[config.mk]
export PLATFORM = sky130hd
export DESIGN_NAME = csr_timer_bank
export DESIGN_NICKNAME = d
export VERILOG_FILES = /design/src/rtl/csr_timer_bank.sv
export SDC_FILE = /design/constraint.sdc
export NUM_CORES = 1
export LEC_CHECK = 0
export CAP_MARGIN = 5
export CORE_MARGIN = 8
export CORE_UTILIZATION = 55
export CTS_CLUSTER_DIAMETER = 30
export DETAILED_ROUTE_END_ITERATION = 6
export DONT_BUFFER_PORTS = 1
export GPL_TIMING_DRIVEN = 0
export PLACE_DENSITY_LB_ADDON = 0.3
export SETUP_SLACK_MARGIN = 0.02
export SYNTH_ARGS = -nofsm -noshare
export SYNTH_HDL_FRONTEND = slang
export SYNTH_SLANG_ARGS = --single-unit
[constraint.sdc]
create_clock -name clk -period 2.9 [get_ports clk]
set_clock_uncertainty 0.1 [all_clocks]
set_input_delay 0.725 -clock clk [delete_from_list [all_inputs] [get_ports clk]]
set_output_delay 0.725 -clock clk [all_outputs]
set_load 0.01 [all_outputs]
[src/rtl/csr_timer_bank.sv]
// csr_timer_bank: NTIMER countdown timers (TCFG/TVAL/TICLR), a TID register and a free-running
// stable counter on the core CSR port. Optional macro TIMER_PRESCALE_EN divides the timer tick.
module csr_timer_bank #(
  parameter int          NTIMER    = 2,
  parameter int          CNT_W     = 32,
  parameter int          STABLE_W  = 64,
  parameter logic [31:0] TID_RESET = 32'h0,
  parameter int          PRESCALE  = 4
) (
  input  logic                clk,
  input  logic                resetn,
  input  logic [13:0]         addr,
  input  logic [31:0]         we,
  input  logic [31:0]         wdata,
  output logic                hit,
  output logic [31:0]         rdata,
  output logic [NTIMER-1:0]   timer_irq,
  output logic                irq_any,
  output logic [STABLE_W-1:0] cnt_value
);

  // CSR port has no handshake: reads are combinational on addr, and a write commits
  // at the clock edge whenever addr hits and we != 0 (every cycle is a valid beat).

  if (NTIMER < 1 || NTIMER > 8 || CNT_W < 8 || CNT_W > 32 ||
      STABLE_W < 32 || STABLE_W > 64 || PRESCALE < 1) begin : g_param_check
    $error("csr_timer_bank: parameter out of range");
  end

  logic [31:0]         tid_q, tid_d;
  logic [STABLE_W-1:0] cnt_q;
  logic [CNT_W-1:0]    tcfg_q [NTIMER];
  logic [CNT_W-1:0]    tcfg_d [NTIMER];
  logic [CNT_W-1:0]    tval_q [NTIMER];
  logic [CNT_W-1:0]    tval_d [NTIMER];
  logic [NTIMER-1:0]   pend_q, pend_d;

  logic                sel_tid;
  logic [NTIMER-1:0]   sel_cfg, sel_val, sel_clr;
  logic                wr_en;
  logic [31:0]         wdata_m;
  logic                tick;

  function automatic logic [13:0] cfg_addr(input int i);
    return (i == 0) ? 14'h041 : 14'(32'h200 + 4 * i);
  endfunction

  function automatic logic [13:0] val_addr(input int i);
    return (i == 0) ? 14'h042 : 14'(32'h201 + 4 * i);
  endfunction

  function automatic logic [13:0] clr_addr(input int i);
    return (i == 0) ? 14'h044 : 14'(32'h202 + 4 * i);
  endfunction

  always_comb begin
    sel_tid = (addr == 14'h040);
    sel_cfg = '0;
    sel_val = '0;
    sel_clr = '0;
    for (int i = 0; i < NTIMER; i++) begin
      sel_cfg[i] = (addr == cfg_addr(i));
      sel_val[i] = (addr == val_addr(i));
      sel_clr[i] = (addr == clr_addr(i));
    end
  end

  assign hit = sel_tid | (|sel_cfg) | (|sel_val) | (|sel_clr);

  // TICLR and unmapped addresses fall through to zero.
  always_comb begin
    rdata = '0;
    if (sel_tid) rdata = tid_q;
    for (int i = 0; i < NTIMER; i++) begin
      if (sel_cfg[i]) rdata = 32'(tcfg_q[i]);
      if (sel_val[i]) rdata = 32'(tval_q[i]);
    end
  end

  assign wr_en   = |we;
  assign wdata_m = (rdata & ~we) | (wdata & we);

`ifdef TIMER_PRESCALE_EN
  localparam int PS_W = (PRESCALE > 1) ? $clog2(PRESCALE) : 1;

  logic [PS_W-1:0] ps_q, ps_d;

  // Any TCFG write realigns the shared prescaler so a fresh countdown starts on a full period.
  always_comb begin
    tick = (ps_q == PS_W'(PRESCALE - 1));
    ps_d = tick ? '0 : ps_q + PS_W'(1);
    if (wr_en && (|sel_cfg)) ps_d = '0;
  end

  always_ff @(posedge clk) begin
    if (!resetn) ps_q <= '0;
    else         ps_q <= ps_d;
  end
`else
  assign tick = 1'b1;
`endif

  always_comb begin
    tid_d = tid_q;
    if (wr_en && sel_tid) tid_d = wdata_m;
    for (int i = 0; i < NTIMER; i++) begin
      tcfg_d[i] = tcfg_q[i];
      tval_d[i] = tval_q[i];
      pend_d[i] = pend_q[i];
      // Clear first so a same-cycle expiry below re-sets the flag.
      if (wr_en && sel_clr[i] && wdata_m[0]) pend_d[i] = 1'b0;
      if (wr_en && sel_cfg[i]) begin
        tcfg_d[i] = wdata_m[CNT_W-1:0];
        if (wdata_m[0]) tval_d[i] = {wdata_m[CNT_W-1:2], 2'b00};
      end else if (tcfg_q[i][0] && tick) begin
        if (tval_q[i] != '0) begin
          tval_d[i] = tval_q[i] - CNT_W'(1);
        end else begin
          pend_d[i] = 1'b1;
          if (tcfg_q[i][1]) tval_d[i] = {tcfg_q[i][CNT_W-1:2], 2'b00};
          else              tcfg_d[i][0] = 1'b0;
        end
      end
    end
  end

  always_ff @(posedge clk) begin
    if (!resetn) begin
      tid_q  <= TID_RESET;
      cnt_q  <= '0;
      pend_q <= '0;
      for (int i = 0; i < NTIMER; i++) begin
        tcfg_q[i] <= '0;
        tval_q[i] <= '0;
      end
    end else begin
      tid_q  <= tid_d;
      cnt_q  <= cnt_q + STABLE_W'(1);
      pend_q <= pend_d;
      for (int i = 0; i < NTIMER; i++) begin
        tcfg_q[i] <= tcfg_d[i];
        tval_q[i] <= tval_d[i];
      end
    end
  end

  assign timer_irq = pend_q;
  assign irq_any   = |pend_q;
  assign cnt_value = cnt_q;

endmodule

==> qor.csv <==
stage,metric,value,unit
run_status,run status,"complete, but fails checks",
worst_hold_path,hold crit path type,in2reg,
synth,syn avg cell area,8.18,um2
floorplan,Initial Util,55.6,%
flow_run,max_cap viols,0,
grt,initial antenna violation count,3,
power,Pleak,5.81,nW
grt,largest net degree at the start of global routing,14,
synth,Post-Syn Instances,1531,
final_layout,final core utilization,71.7,%
synth,commonest register cell after synthesis,dfxtp_1,
synth,synth top area cells,"dfxtp_1 (36%), nand2_1 (5.2%), mux2_2 (5.2%)",
worst_setup_path,crit path kind,in2reg,
timing,Tmin final,3020,ps
worst_setup_path,"Req. time, crit path",3200,ps
floorplan,CORE AREA,22500,um2
timing,fmax,0.331,GHz
placed_design,IO Port Bufs,0,
timing,Final Cycle Share,104,%
power,Overall Power,9.98,mW
placed_design,gpl congestion,1.02,
floorplan,cell row count,55,
run_status,failing checks,setup timing,
final_layout,Final #Nets,1688,
clock_tree,Max Buffers Root-to-Sink,3,
worst_setup_path,critical path launch point type,input pin,
routing,final WL,50300,um
timing,Worst slew margin,44.7,%
final_layout,share of cells above drive strength 1,22.4,%
timing,Slew Limit Fails,0,
clock_tree,clk_lat worst skew,550,ps
worst_setup_path,"delay-heaviest family, CP",simple AND/OR/NAND/NOR gates,
routing,Final ANT Viol Nets,0,
timing,Slew @ Worst Pin,824,ps
grt,number of global-route vias before repair,12800,
timing,"Setup violations, final",39,
synth,sequential fraction of the synthesis area,36.1,%
clock_tree,# hold bufs at CTS,0,
placed_design,instance area at placement,12900,um2
worst_setup_path,max incr delay on CP,740,ps
routing,Via density,6.89,
timing,hold slack,362,ps
grt,first-pass GRT wire length,75900,um
worst_setup_path,critical-path cell list,nor4_2 -> nand4_1 -> o2111ai_2 -> clkbuf_2 -> mux2i_1 -> nor2_1,
routing,First DRT Iteration DRCs,1890,
synth,Netlist cell types,68,
floorplan,io pins,180,
placed_design,dpl cells,1816,
clock_tree,CTS tree,yes,
worst_setup_path,Worst Path Max Fanout,10,
routing,Post-route DRC,0,
floorplan,Die X-Extent,167,um
routing,vias,13300,
routing,routed len/inst,26.0,um
timing,Fin Setup TNS,-1610,ps
synth,Synth top area share,36.1,%
synth,#FFs+latches synth,226,
worst_setup_path,slowest CP cell,o2111ai_2,
worst_setup_path,WP buf/inv,1,
placed_design,setup slack at placement,-1280,ps
worst_setup_path,Worst EP arrival,3320,ps
synth,"Net Count, Synth",1616,
timing,Final WS setup,-120,ps
synth,ys async rst share,0,%
clock_tree,htree depth,2,
clock_tree,clock tree root buffer cell,clkbuf_16,
timing,RSZ-0062 raised after global routing,true,
worst_setup_path,R2R Setup Slk,40,ps
routing,Pre-Repair DR Iteration Count,6,
power,pwr dens,619,nW/um2
floorplan,die area,27800,um2
final_layout,area grow syn2layout,28.8,%
clock_tree,clk sink count,226,
grt,Global Route Usage Sum,34.2,%
final_layout,final cell count without fillers,1932,
floorplan,die span in y,167,um
clock_tree,TritonCTS Buffers,52,
synth,Post-synth EDFFs,0,
clock_tree,clock-pin slew on the worst setup and hold paths,50,ps
synth,Post-Syn Area,12500,um2
worst_setup_path,Critical Path End Type,flip-flop,
synth,yosys warns,0,
placed_design,dpl hpwl,35100,um
synth,"area leader, netlist",dfxtp_1,
timing,Final Hold Viols,0,
final_layout,post-route cell area,16100,um2
power,Worst VDD drop,0.000473,V
grt,grt total ovfl,0,
## synth_stat cells (40+ instances only)
cell	count
nor4_1	42
nand3_1	52
clkbuf_1	99
nor3_1	58
a21oi_1	88
nand2_1	175
mux2_2	58
xor2_1	40
nor2_1	115
o21ai_0	65
dfxtp_1	226
xnor2_1	46
mux2i_1	63
## cell families (layout without fill, tap and decap cells)
| family | Yosys count | in the layout | synth area share [%] |
|---|---|---|---|
| other | 0 | 2 | 0 |
| muxes | 121 | 121 | 10.3 |
| AOI/OAI and AO/OA | 383 | 383 | 20.1 |
| and+or+nand+nor | 569 | 569 | 22.3 |
| adders and majority gates | 5 | 5 | 0.500 |
| xor gates and xnor gates | 86 | 86 | 6.02 |
| buffers and inverters | 141 | 255 | 4.69 |
| DFF | 226 | 226 | 36.1 |
## what timing repair did
item / CTS / global route
setup endpoints to repair: 204 / 147
gates resized for setup: 148 / 112
setup buffers: 11 / 12
pin swaps: 13 / 18
## power by group
group / internal (mW) / total, mW / switching (mW)
logic: 0.0803 / 0.280 / 0.200
clock network: 4.63 / 6.58 / 1.95
registers: 3.12 / 3.12 / 0.00684
total: 7.83 / 9.98 / 2.15
## per-layer routing
metal | vias up | GRT usage (%) | share of wire (%)
met4 | 0 | 19.8 | 6.7
li1 | 5838 | - | -
met1 | 6239 | 42.2 | 37
met3 | 209 | 9.91 | 13
met5 | - | 0 | 0
met2 | 1017 | 52.6 | 43
## flip-flops by register name, summed over array words and instances, names as in the netlist
signal and flops:
tval_q 64, tcfg_q 64, timer_irq 2, cnt_value 64, tid_q 32
## worst min-delay path, stage by stage
cell and delay (ps):
nand4_1 70, o41ai_1 70, a21oi_1 100
## area by class of cell
cell class | instances | area [um2]
antenna | 2 | 5.00
buffer | 117 | 632
clock buffer | 63 | 1420
clock inverter | 33 | 544
fill | 1663 | 6380
inverter | 19 | 76.3
multi-input combinational | 1164 | 8380
sequential | 226 | 4530
tap | 285 | 357
timing repair buffer | 23 | 176
## worst paths after layout
kind	endpoint	cells after the start	from
worst min-delay path	timer_irq[0]$_SDFF_PN0_	3	addr[2]
worst min register to register	tcfg_q[0][59]$_SDFFE_PN0P_	2	tcfg_q[0][59]$_SDFFE_PN0P_
worst max register to register	tval_q[0][47]$_SDFFE_PN0P_	8	tval_q[0][40]$_SDFFE_PN0P_
worst max-delay path	tid_q[23]$_SDFFE_PN0P_	6	we[7]
## cells in the final DEF (no fill, tap or decap), types with 40 or more instances in the layout
| cell type | count |
|---|---|
| clkbuf_1 | 54 |
| o21ai_0 | 64 |
| clkbuf_16 | 52 |
| nor2_1 | 115 |
| a21oi_1 | 87 |
| nand3_1 | 47 |
| nand2_1 | 175 |
| dfxtp_1 | 219 |
| nor3_1 | 56 |
| mux2_2 | 58 |
| xor2_1 | 40 |
| xnor2_1 | 46 |
| mux2i_1 | 55 |
Power figures use the tool's default switching activity.
